File: src/rtl/mmio_player_bridge.sv
// MMIO bridge between the processor data port, dmem and the game peripherals:
// gated dmem stores, per-player direction/position registers and a PS/2 key FIFO.

module mmio_player_lane #(
    parameter int INIT_X = 240,
    parameter int INIT_Y = 240
) (
    input  logic        clock,
    input  logic        reset,
    input  logic        i_up,
    input  logic        i_right,
    input  logic        i_down,
    input  logic        i_left,
    input  logic        i_wr_x,
    input  logic        i_wr_y,
    input  logic [31:0] i_data,
    output logic [2:0]  o_dir,
    output logic [31:0] o_x,
    output logic [31:0] o_y
);
    logic [2:0]  r_dir;
    logic [31:0] r_x, r_y;

    always_ff @(negedge clock or negedge reset) begin
        if (!reset) begin
            r_dir <= 3'd0;
            r_x   <= 32'(INIT_X);
            r_y   <= 32'(INIT_Y);
        end else begin
            // Conflicting inputs keep the last clean code.
            case ({i_up, i_right, i_down, i_left})
                4'b1000: r_dir <= 3'd1;
                4'b0100: r_dir <= 3'd2;
                4'b0010: r_dir <= 3'd3;
                4'b0001: r_dir <= 3'd4;
                4'b0000: r_dir <= 3'd0;
                default: r_dir <= r_dir;
            endcase
            if (i_wr_x) r_x <= i_data;
            if (i_wr_y) r_y <= i_data;
        end
    end

    assign o_dir = r_dir;
    assign o_x   = r_x;
    assign o_y   = r_y;
endmodule

module mmio_player_bridge #(
    parameter int NUM_PLAYERS = 2,
    parameter int ADDR_W      = 17,
    parameter int DMEM_DEPTH  = 4096,
    parameter int DIR_BASE    = 4100,
    parameter int KEY_ADDR    = 4110,
    parameter int KEY_STAT    = 4111,
    parameter int POS_BASE    = 4200,
    parameter int FIFO_DEPTH  = 8,
    parameter int INIT_X      = 240,
    parameter int INIT_Y      = 240
) (
    input  logic                     clock,
    input  logic                     reset,
    input  logic [ADDR_W-1:0]        address_dmem,
    input  logic [31:0]              data,
    input  logic                     wren,
    input  logic [31:0]              q_dmem,
    output logic                     dmem_wren,
    output logic [31:0]              proc_data_in,
    input  logic [NUM_PLAYERS-1:0]   dir_up,
    input  logic [NUM_PLAYERS-1:0]   dir_right,
    input  logic [NUM_PLAYERS-1:0]   dir_down,
    input  logic [NUM_PLAYERS-1:0]   dir_left,
    input  logic                     ps2_key_pressed,
    input  logic [7:0]               ps2_out,
    output logic [32*NUM_PLAYERS-1:0] player_x,
    output logic [32*NUM_PLAYERS-1:0] player_y,
    output logic                     key_overflow
);
    localparam int PW = $clog2(FIFO_DEPTH);
    localparam int CW = PW + 1;
    localparam logic [ADDR_W-1:0] A_DMEM = ADDR_W'(DMEM_DEPTH);
    localparam logic [ADDR_W-1:0] A_KEY  = ADDR_W'(KEY_ADDR);
    localparam logic [ADDR_W-1:0] A_STAT = ADDR_W'(KEY_STAT);

    logic [NUM_PLAYERS-1:0][2:0]  w_dir;
    logic [NUM_PLAYERS-1:0][31:0] w_x, w_y;
    logic [NUM_PLAYERS-1:0]       w_wr_x, w_wr_y;

    logic [7:0]    r_mem [FIFO_DEPTH];
    logic [PW-1:0] r_rd_ptr, r_wr_ptr;
    logic [CW-1:0] r_count;
    logic          r_ovf, r_ps2_prev;
    logic [31:0]   r_mmio_rdata;

    logic        w_is_dmem, w_push, w_pop, w_wr, w_empty, w_full, w_ovf_set, w_ovf_clr;
    logic [6:0]  w_cnt7;
    logic [31:0] w_rdata;

    assign w_is_dmem    = address_dmem < A_DMEM;
    assign dmem_wren    = wren && w_is_dmem;
    assign proc_data_in = w_is_dmem ? q_dmem : r_mmio_rdata;

    genvar p;
    generate
        for (p = 0; p < NUM_PLAYERS; p++) begin : g_lane
            assign w_wr_x[p] = wren && (address_dmem == ADDR_W'(POS_BASE + 2 * p));
            assign w_wr_y[p] = wren && (address_dmem == ADDR_W'(POS_BASE + 2 * p + 1));
            mmio_player_lane #(.INIT_X(INIT_X), .INIT_Y(INIT_Y)) u_lane (
                .clock   (clock),
                .reset   (reset),
                .i_up    (dir_up[p]),
                .i_right (dir_right[p]),
                .i_down  (dir_down[p]),
                .i_left  (dir_left[p]),
                .i_wr_x  (w_wr_x[p]),
                .i_wr_y  (w_wr_y[p]),
                .i_data  (data),
                .o_dir   (w_dir[p]),
                .o_x     (w_x[p]),
                .o_y     (w_y[p])
            );
        end
    endgenerate

    assign player_x     = w_x;
    assign player_y     = w_y;
    assign key_overflow = r_ovf;

    // A pop on an empty FIFO returns 0 and is not a pop; a push into a full
    // FIFO still lands when the same cycle pops.
    assign w_push    = ps2_key_pressed && !r_ps2_prev;
    assign w_empty   = (r_count == '0);
    assign w_full    = (r_count == CW'(FIFO_DEPTH));
    assign w_pop     = (address_dmem == A_KEY) && !wren && !w_empty;
    assign w_wr      = w_push && (!w_full || w_pop);
    assign w_ovf_set = w_push && w_full && !w_pop;
    assign w_ovf_clr = wren && (address_dmem == A_STAT);
    assign w_cnt7    = 7'(r_count);

    always_comb begin
        w_rdata = '0;
        if (address_dmem == A_KEY)
            w_rdata = w_empty ? 32'd0 : {24'd0, r_mem[r_rd_ptr]};
        else if (address_dmem == A_STAT)
            w_rdata = {23'd0, r_ovf, w_empty, w_cnt7};
        for (int i = 0; i < NUM_PLAYERS; i++) begin
            if (address_dmem == ADDR_W'(DIR_BASE + i))         w_rdata = {29'd0, w_dir[i]};
            if (address_dmem == ADDR_W'(POS_BASE + 2 * i))     w_rdata = w_x[i];
            if (address_dmem == ADDR_W'(POS_BASE + 2 * i + 1)) w_rdata = w_y[i];
        end
    end

    always_ff @(negedge clock or negedge reset) begin
        if (!reset) begin
            r_rd_ptr     <= '0;
            r_wr_ptr     <= '0;
            r_count      <= '0;
            r_ovf        <= 1'b0;
            r_ps2_prev   <= 1'b0;
            r_mmio_rdata <= '0;
        end else begin
            r_ps2_prev <= ps2_key_pressed;
            if (!wren) r_mmio_rdata <= w_rdata;
            if (w_wr)  r_wr_ptr <= r_wr_ptr + PW'(1);
            if (w_pop) r_rd_ptr <= r_rd_ptr + PW'(1);
            case ({w_wr, w_pop})
                2'b10:   r_count <= r_count + CW'(1);
                2'b01:   r_count <= r_count - CW'(1);
                default: r_count <= r_count;
            endcase
            if (w_ovf_set)      r_ovf <= 1'b1;
            else if (w_ovf_clr) r_ovf <= 1'b0;
        end
    end

    always_ff @(negedge clock) begin
        if (w_wr) r_mem[r_wr_ptr] <= ps2_out;
    end
endmodule

File: config.mk
export PLATFORM = sky130hd
export DESIGN_NAME = mmio_player_bridge
export DESIGN_NICKNAME = d
export VERILOG_FILES = /design/src/rtl/mmio_player_bridge.sv
export SDC_FILE = /design/constraint.sdc
export NUM_CORES = 1
export LEC_CHECK = 0
export ABC_CLOCK_PERIOD_IN_PS = 3100
export BUFFER_PORTS_ARGS = -buffer_cell sky130_fd_sc_hd__buf_2
export CAP_MARGIN = 0
export CORE_ASPECT_RATIO = 1.25
export CORE_UTILIZATION = 54
export DETAILED_ROUTE_END_ITERATION = 10
export PLACE_DENSITY = 0.8
export SYNTH_ARGS = -nofsm -noshare
export SYNTH_HDL_FRONTEND = slang
export SYNTH_SLANG_ARGS = --single-unit
export TNS_END_PERCENT = 5
File: constraint.sdc
create_clock -name clock -period 3.1 [get_ports clock]
set_clock_uncertainty 0.2 [all_clocks]
set_input_delay 0.31 -clock clock [delete_from_list [all_inputs] [get_ports clock]]
set_output_delay 0.31 -clock clock [all_outputs]
set_load 0.02 [all_outputs]
==> results by group, run 1 <==
Status
  • Status: finished, violations left
  • Failing checks: setup timing

Clock network
  • Clk root buf: clkbuf_16
  • TritonCTS Buffers: 25
  • Max H-tree Level: 1
  • CTS tree: built
  • CTS Sinks: 242
  • Worst-Skew Late Latency: 0.61 ns
  • Worst-path clk slew: 0.05 ns
  • Maximum root-to-sink buffer count: 3
  • Post-CTS Hold Buffers: 0

Timing
  • Setup ws final: -0.400 ns
  • Final Slew Violations: 0
  • TNS Setup: -83.12 ns
  • Final setup violation count: 394
  • Slew margin rel.: slightly above 50%
  • Worst-margin pin slew: 0.729 ns
  • RSZ-0062 raised after global routing: yes
  • Final hold violation count: 0

Drt
  • Vias per inst: approximately 6.1
  • Final ANT Viol Nets: 0
  • 1st-pass router iterations: 7
  • # DRC: 0
  • Initial DRC Count: between 800 and 900
  • Routed len/inst: approximately 24 um
  • Final wirelength: 35,100 um
  • Routed via count: 9,058

Worst setup path
  • Worst setup path class: in -> reg
  • R2r endpoint: r_mmio_rdata[6]
  • Worst R2R Setup Slack: around 0.60 ns
  • Worst r2r src: r_count[0]
  • Crit. End Element: flop
  • Crit Path Max Fanout: 8
  • Worst Path Arrival: 2.03 ns
  • R2R depth: 9
  • Type of origin of the critical path: primary input
  • Worst Path Required: 1.63 ns

Cells and area
  • Layout cells sized above 1: 49.2%
  • P&R area growth vs syn: 42.8%
  • Commonest non-fill, non-tap cell in the layout: dfrtn_1
  • Nets@finish: between 1,000 and 1,500
  • Most frequent cells in the layout: dfrtn_1, buf_6, buf_2, mux2_2, inv_1

Placement
  • Place WS: -1.02 ns
  • GP Congestion: 0.912
  • Port Buf Inserts: 262
  • Detailed placement HPWL: 22,500 um

Floorplanning
  • Die area: 0.0210 mm2
  • Chip Height: approximately 160 um
  • Die Width: 130 um
  • Initial Util: 54.9%
  • Std-Cell Rows: 58
  • Total core area: about 0.020 mm2
  • Num ports: 263

Global routing
  • Initial antenna violation count: 4
  • First-pass GRT wire length: 52,400 um
  • Vias in the first global route: 9,458
  • Tot GR Track Use: between 30% and 40%
  • Largest net degree at the start of global routing: 55
  • Grt total ovfl: 0

Yosys
  • Synth top area cells: dfrtn_1, edfxtp_1, mux2_2, mux2_4, dfstp_2
  • Synth Register Bits: around 240
  • Syn Area/Cell: 14.2 um2
  • Post-synth EDFFs: 64
  • Share of the synthesized area in the top cell type: between 30% and 40%
  • Synth Warn #: 0
  • Area leader, netlist: dfrtn_1
  • Synthesized netlist cell count: between 700 and 800
  • Netlist cell types: 65
  • Mapped Nets: between 800 and 900
  • Post-synthesis sequential area ratio: 58.0%
  • Top FF cell, synth: dfrtn_1
  • Asr flop ratio synth: 73.6%
  • Synth Cell Area: 0.0110 mm2

Flow run
  • Maxcap violations: 0

Hold path
  • Worst Hold Path EP: g_lane[0].u_lane.o_dir[2]
  • Hold path start: g_lane[0].u_lane.o_dir[2]
  • Worst hold path type: reg -> reg
  • Hold depth: 2

Power and ir drop
  • Power density over the cells: ~500 mW/mm2
  • P_leak: 7.60 nW
  • Peak supply drop: 0.562 mV
per-stage QoR:
| stage | hold slack [ns] | total power, mW | std cells | util, % | instance area [um2] |
|---|---|---|---|---|---|
| final | 0.258 | 7.84 | 1493 | 78.4 | 15800 |
| after global routing | 0.268 | 8.13 | 1492 | 78.4 | 15800 |
| after CTS | 0.239 | 7.81 | 1486 | 77.4 | 15600 |
| after detailed placement | 0.237 | 4.39 | 1355 | 66.8 | 13400 |
| after global placement | 0.227 | 4.37 | 1355 | 66.8 | 13400 |
| after floorplan | 0.208 | 4.04 | 779 | - | 11100 |
layout make-up:
class | count | area (um2)
diodes | 3 | 7.51
clock buffers | 35 | 693
clock inverters | 91 | 459
fillers | 1098 | 4350
inverters | 8 | 30.0
multi-input cells | 482 | 4540
flip-flops and latches | 242 | 6400
well taps | 270 | 338
repair buffers | 362 | 3290
synthesized netlist by cell type (all sizes together), types with 3 or more instances:
cell,instances
nor2,34
a21oi,10
xnor2,4
inv,8
nor3,19
nand3,8
a222oi,24
o2bb2ai,4
o32ai,4
a2bb2oi,3
nor2b,4
a211oi,10
dfrtn,162
ha,3
nor4,6
dfstp,16
a22o,24
edfxtp,64
nand4,4
clkbuf,20
mux2,164
mux4,16
o22ai,6
nand2,53
o21ai,34
buf,26
mux2i,8
nand2b,6
routing by layer:
layer / vias up / track usage [%] / wire length (um) / share of wire (%)
met5: - / 0 / 21 / 0.060
met4: 4 / 18.3 / 1760 / 5.0
met3: 135 / 6.85 / 2640 / 7.5
met2: 523 / 58.3 / 18500 / 53
met1: 4564 / 36.9 / 12100 / 35
li1: 3832 / - / - / -
critical path, cell delays in order:
cell and delay, ns:
buf_6 0.10, nor4_4 0.25, buf_4 0.17, nand4_4 0.15, nor3_4 0.24, o21ai_2 0.12, or2_4 0.30, nor3_4 0.22
buf_12 0.16
kinds of logic after synthesis:
group                      synth area share (%)
xor gates and xnor gates                  0.476
buffers and inverters                      2.63
and+or+nand+nor                            7.25
adders and majority gates                 0.522
AOI/OAI and AO/OA                          9.40
DFF                                        58.0
muxes                                      21.8
where the power goes:
| group | total [mW] | switching [mW] | leakage [nW] | internal (mW) |
|---|---|---|---|---|
| clock network | 3.58 | 1.54 | 0.848 | 2.03 |
| logic | 0.701 | 0.401 | 3.78 | 0.299 |
| registers | 3.57 | 0.130 | 2.97 | 3.44 |
| total | 7.84 | 2.07 | 7.60 | 5.77 |
what timing repair did:
| action | in CTS | in global routing |
|---|---|---|
| setup buffers | 6 | 4 |
| hold endpoints to repair | 0 | 0 |
| cloned | 0 | 0 |
| pin swaps | 25 | 14 |
| gates resized for setup | 288 | 44 |
| endpoints found under the setup margin | 393 | 394 |
flip-flops by register name, summed over array words and instances (netlist names):
register	count
r_mmio_rdata	32
r_count	4
g_lane.u_lane.o_x	64
r_rd_ptr	3
key_overflow	1
g_lane.u_lane.o_y	64
r_mem	64
r_ps2_prev	1
r_wr_ptr	3
g_lane.u_lane.o_dir	6
worst max path at each step:
stage | from | slack [ns] | endpoint
2_1_floorplan | address_dmem[10] | -1.0 | r_mem[1][0]
3_3_place_gp | address_dmem[5] | -0.95 | r_count[2]
3_5_place_dp | address_dmem[5] | -1.02 | r_count[2]
4_1_cts | address_dmem[13] | -0.30 | r_mem[1][6]
5_1_grt | address_dmem[9] | -0.43 | r_mem[1][6]
6_report | address_dmem[9] | -0.40 | r_mem[1][6]
Power figures use the tool's default switching activity.
==> run 2: changes to the inputs <==
--- a/config.mk
+++ b/config.mk
@@ -8,10 +8,12 @@
 export ABC_CLOCK_PERIOD_IN_PS = 3100
 export BUFFER_PORTS_ARGS = -buffer_cell sky130_fd_sc_hd__buf_2
 export CAP_MARGIN = 0
+export CELL_PAD_IN_SITES_DETAIL_PLACEMENT = 0
+export CELL_PAD_IN_SITES_GLOBAL_PLACEMENT = 1
 export CORE_ASPECT_RATIO = 1.25
-export CORE_UTILIZATION = 54
+export CORE_UTILIZATION = 44
 export DETAILED_ROUTE_END_ITERATION = 10
-export PLACE_DENSITY = 0.8
+export PLACE_DENSITY = 0.77
 export SYNTH_ARGS = -nofsm -noshare
 export SYNTH_HDL_FRONTEND = slang
 export SYNTH_SLANG_ARGS = --single-unit
==> results by group, run 2 (same netlist as run 1, synthesis figures left out) <==
Timing
  • Worst-margin pin slew: 0.677 ns
  • TNS Setup: -80.25 ns
  • Final hold violation count: 0
  • Final Slew Violations: 0
  • Slew margin rel.: a little over half
  • Setup ws final: -0.384 ns
  • RSZ-0062 raised after global routing: yes
  • Final setup violation count: 395

Worst setup path
  • Crit path buffers/inverters: 5
  • CP cell instances: buf_8, buf_4, or4_4, buf_12, buf_12, nor2_8, nand3_4, clkbuf_16, mux2_1
  • Crit Path Max Fanout: 12
  • Worst Path Required: 1.72 ns
  • Type of origin of the critical path: primary input
  • Crit. End Element: flop
  • Slowest cell on the critical path: or4_4
  • Crit path top cell by count: buf_12
  • Worst Path Arrival: 2.10 ns
  • Critical path's top delay family: buffers and inverters
  • Delay of the slowest critical-path stage: 0.44 ns
  • Worst setup path class: in -> reg

Drt
  • Routed via count: 8,640
  • # DRC: 0
  • Final wirelength: 34,200 um
  • Routed len/inst: 21.7 um
  • Vias per inst: 5.49
  • 1st-pass router iterations: 9
  • Initial DRC Count: 537
  • Final ANT Viol Nets: 0

Cells and area
  • Fillers: roughly 1,900
  • Design area: ~0.016 mm2
  • Layout cells sized above 1: 53.2%
  • P&R area growth vs syn: 46.9%
  • Post-route insts no fill: 1,573
  • Nets@finish: 1,325
  • Most frequent cells in the layout: dfrtn_1, buf_6, buf_2, mux2_2, inv_1
  • Multi-input gate area: about 0.0047 mm2
  • Final Util: between 60% and 70%
  • Commonest non-fill, non-tap cell in the layout: dfrtn_1
  • Sequential cell area: between 0.006 and 0.007 mm2

Status
  • Failing checks: setup timing
  • Status: finished, violations left

Clock network
  • Worst-path clk slew: 0.05 ns
  • CTS Sinks: 242
  • Maximum root-to-sink buffer count: 3
  • Clk root buf: clkbuf_16
  • CTS tree: built
  • Worst-Skew Late Latency: 0.61 ns
  • Max H-tree Level: 1
  • TritonCTS Buffers: 25

Floorplanning
  • Num ports: around 260
  • Total core area: 0.0246 mm2
  • Die Width: about 140 um
  • Std-Cell Rows: 64
  • Chip Height: roughly 180 um
  • Initial Util: 44.9%
  • Die area: approximately 0.026 mm2

Global routing
  • Vias in the first global route: a little under 9,000
  • Grt total ovfl: 0
  • Initial antenna violation count: 5
  • Largest net degree at the start of global routing: 53
  • First-pass GRT wire length: 50,300 um
  • Tot GR Track Use: 26.2%

Power and ir drop
  • P_leak: between 7 and 8 nW
  • Peak supply drop: 0.489 mV
  • Power density over the cells: 480 mW/mm2

Placement
  • Place WS: -0.972 ns
  • Detailed placement HPWL: 23,400 um
  • GP Congestion: roughly 0.89
  • Port Buf Inserts: 262
  • Post-Place Cells: 1,431
  • Placed Area: around 0.014 mm2

Flow run
  • Maxcap violations: 0

Hold path
  • Worst hold path type: reg -> reg
[run 2: worst min-delay path: stages (launching register included)]
cell and delay [ns]:
dfrtn_1 0.40, nand2_1 0.05, o21ai_0 0.06
[run 2: layer usage]
layer	track usage (%)	routed length, um
met1	30.3	13000
met2	47.2	17800
met3	4.94	2180
met4	10.8	1180
met5	0	13
[run 2: worst paths after layout]
check	start	end	slack, ns	cells past startpoint
worst max register to register	r_count[0]	r_mmio_rdata[6]	0.67	7
max in group asynchronous	reset	g_lane[0].u_lane.o_x[22]	1.14	2
min in group asynchronous	reset	g_lane[1].u_lane.o_x[1]	0.92	1
worst min register to register	r_mmio_rdata[20]	r_mmio_rdata[20]	0.23	2
worst min-delay path	r_mmio_rdata[20]	r_mmio_rdata[20]	0.23	2
worst max-delay path	address_dmem[13]	g_lane[0].u_lane.o_y[24]	-0.38	9
[run 2: timing repair]
| item | CTS | global route |
|---|---|---|
| setup buffers | 7 | 4 |
| gates cloned | 1 | 2 |
| endpoints found under the setup margin | 392 | 394 |
| hold buffers | 0 | 0 |
| resized for setup | 317 | 60 |
| pin swaps | 21 | 8 |
[run 2: area by class of cell]
cell class,instances,area share [%]
Timing Repair Buffer,382,21.5
Clock inverter,90,2.58
Antenna cell,4,0.0618
Clock buffer,35,4.52
Tap cell,330,2.55
Multi-Input combinational cell,482,29.1
Inverter,8,0.185
Sequential cell,242,39.5
[run 2: stage by stage]
step / hold slack (ns) / total power, mW
floorplan: 0.208 / 4.04
global placement: 0.223 / 4.39
detailed placement: 0.230 / 4.41
CTS: 0.232 / 7.83
global route: 0.262 / 8.12
finish: 0.230 / 7.78
[run 2: where the power goes]
group          switching (mW)  internal (mW)
Sequential              0.135           3.44
Combinational           0.392          0.311
Clock                    1.52           1.99
Total                    2.04           5.74
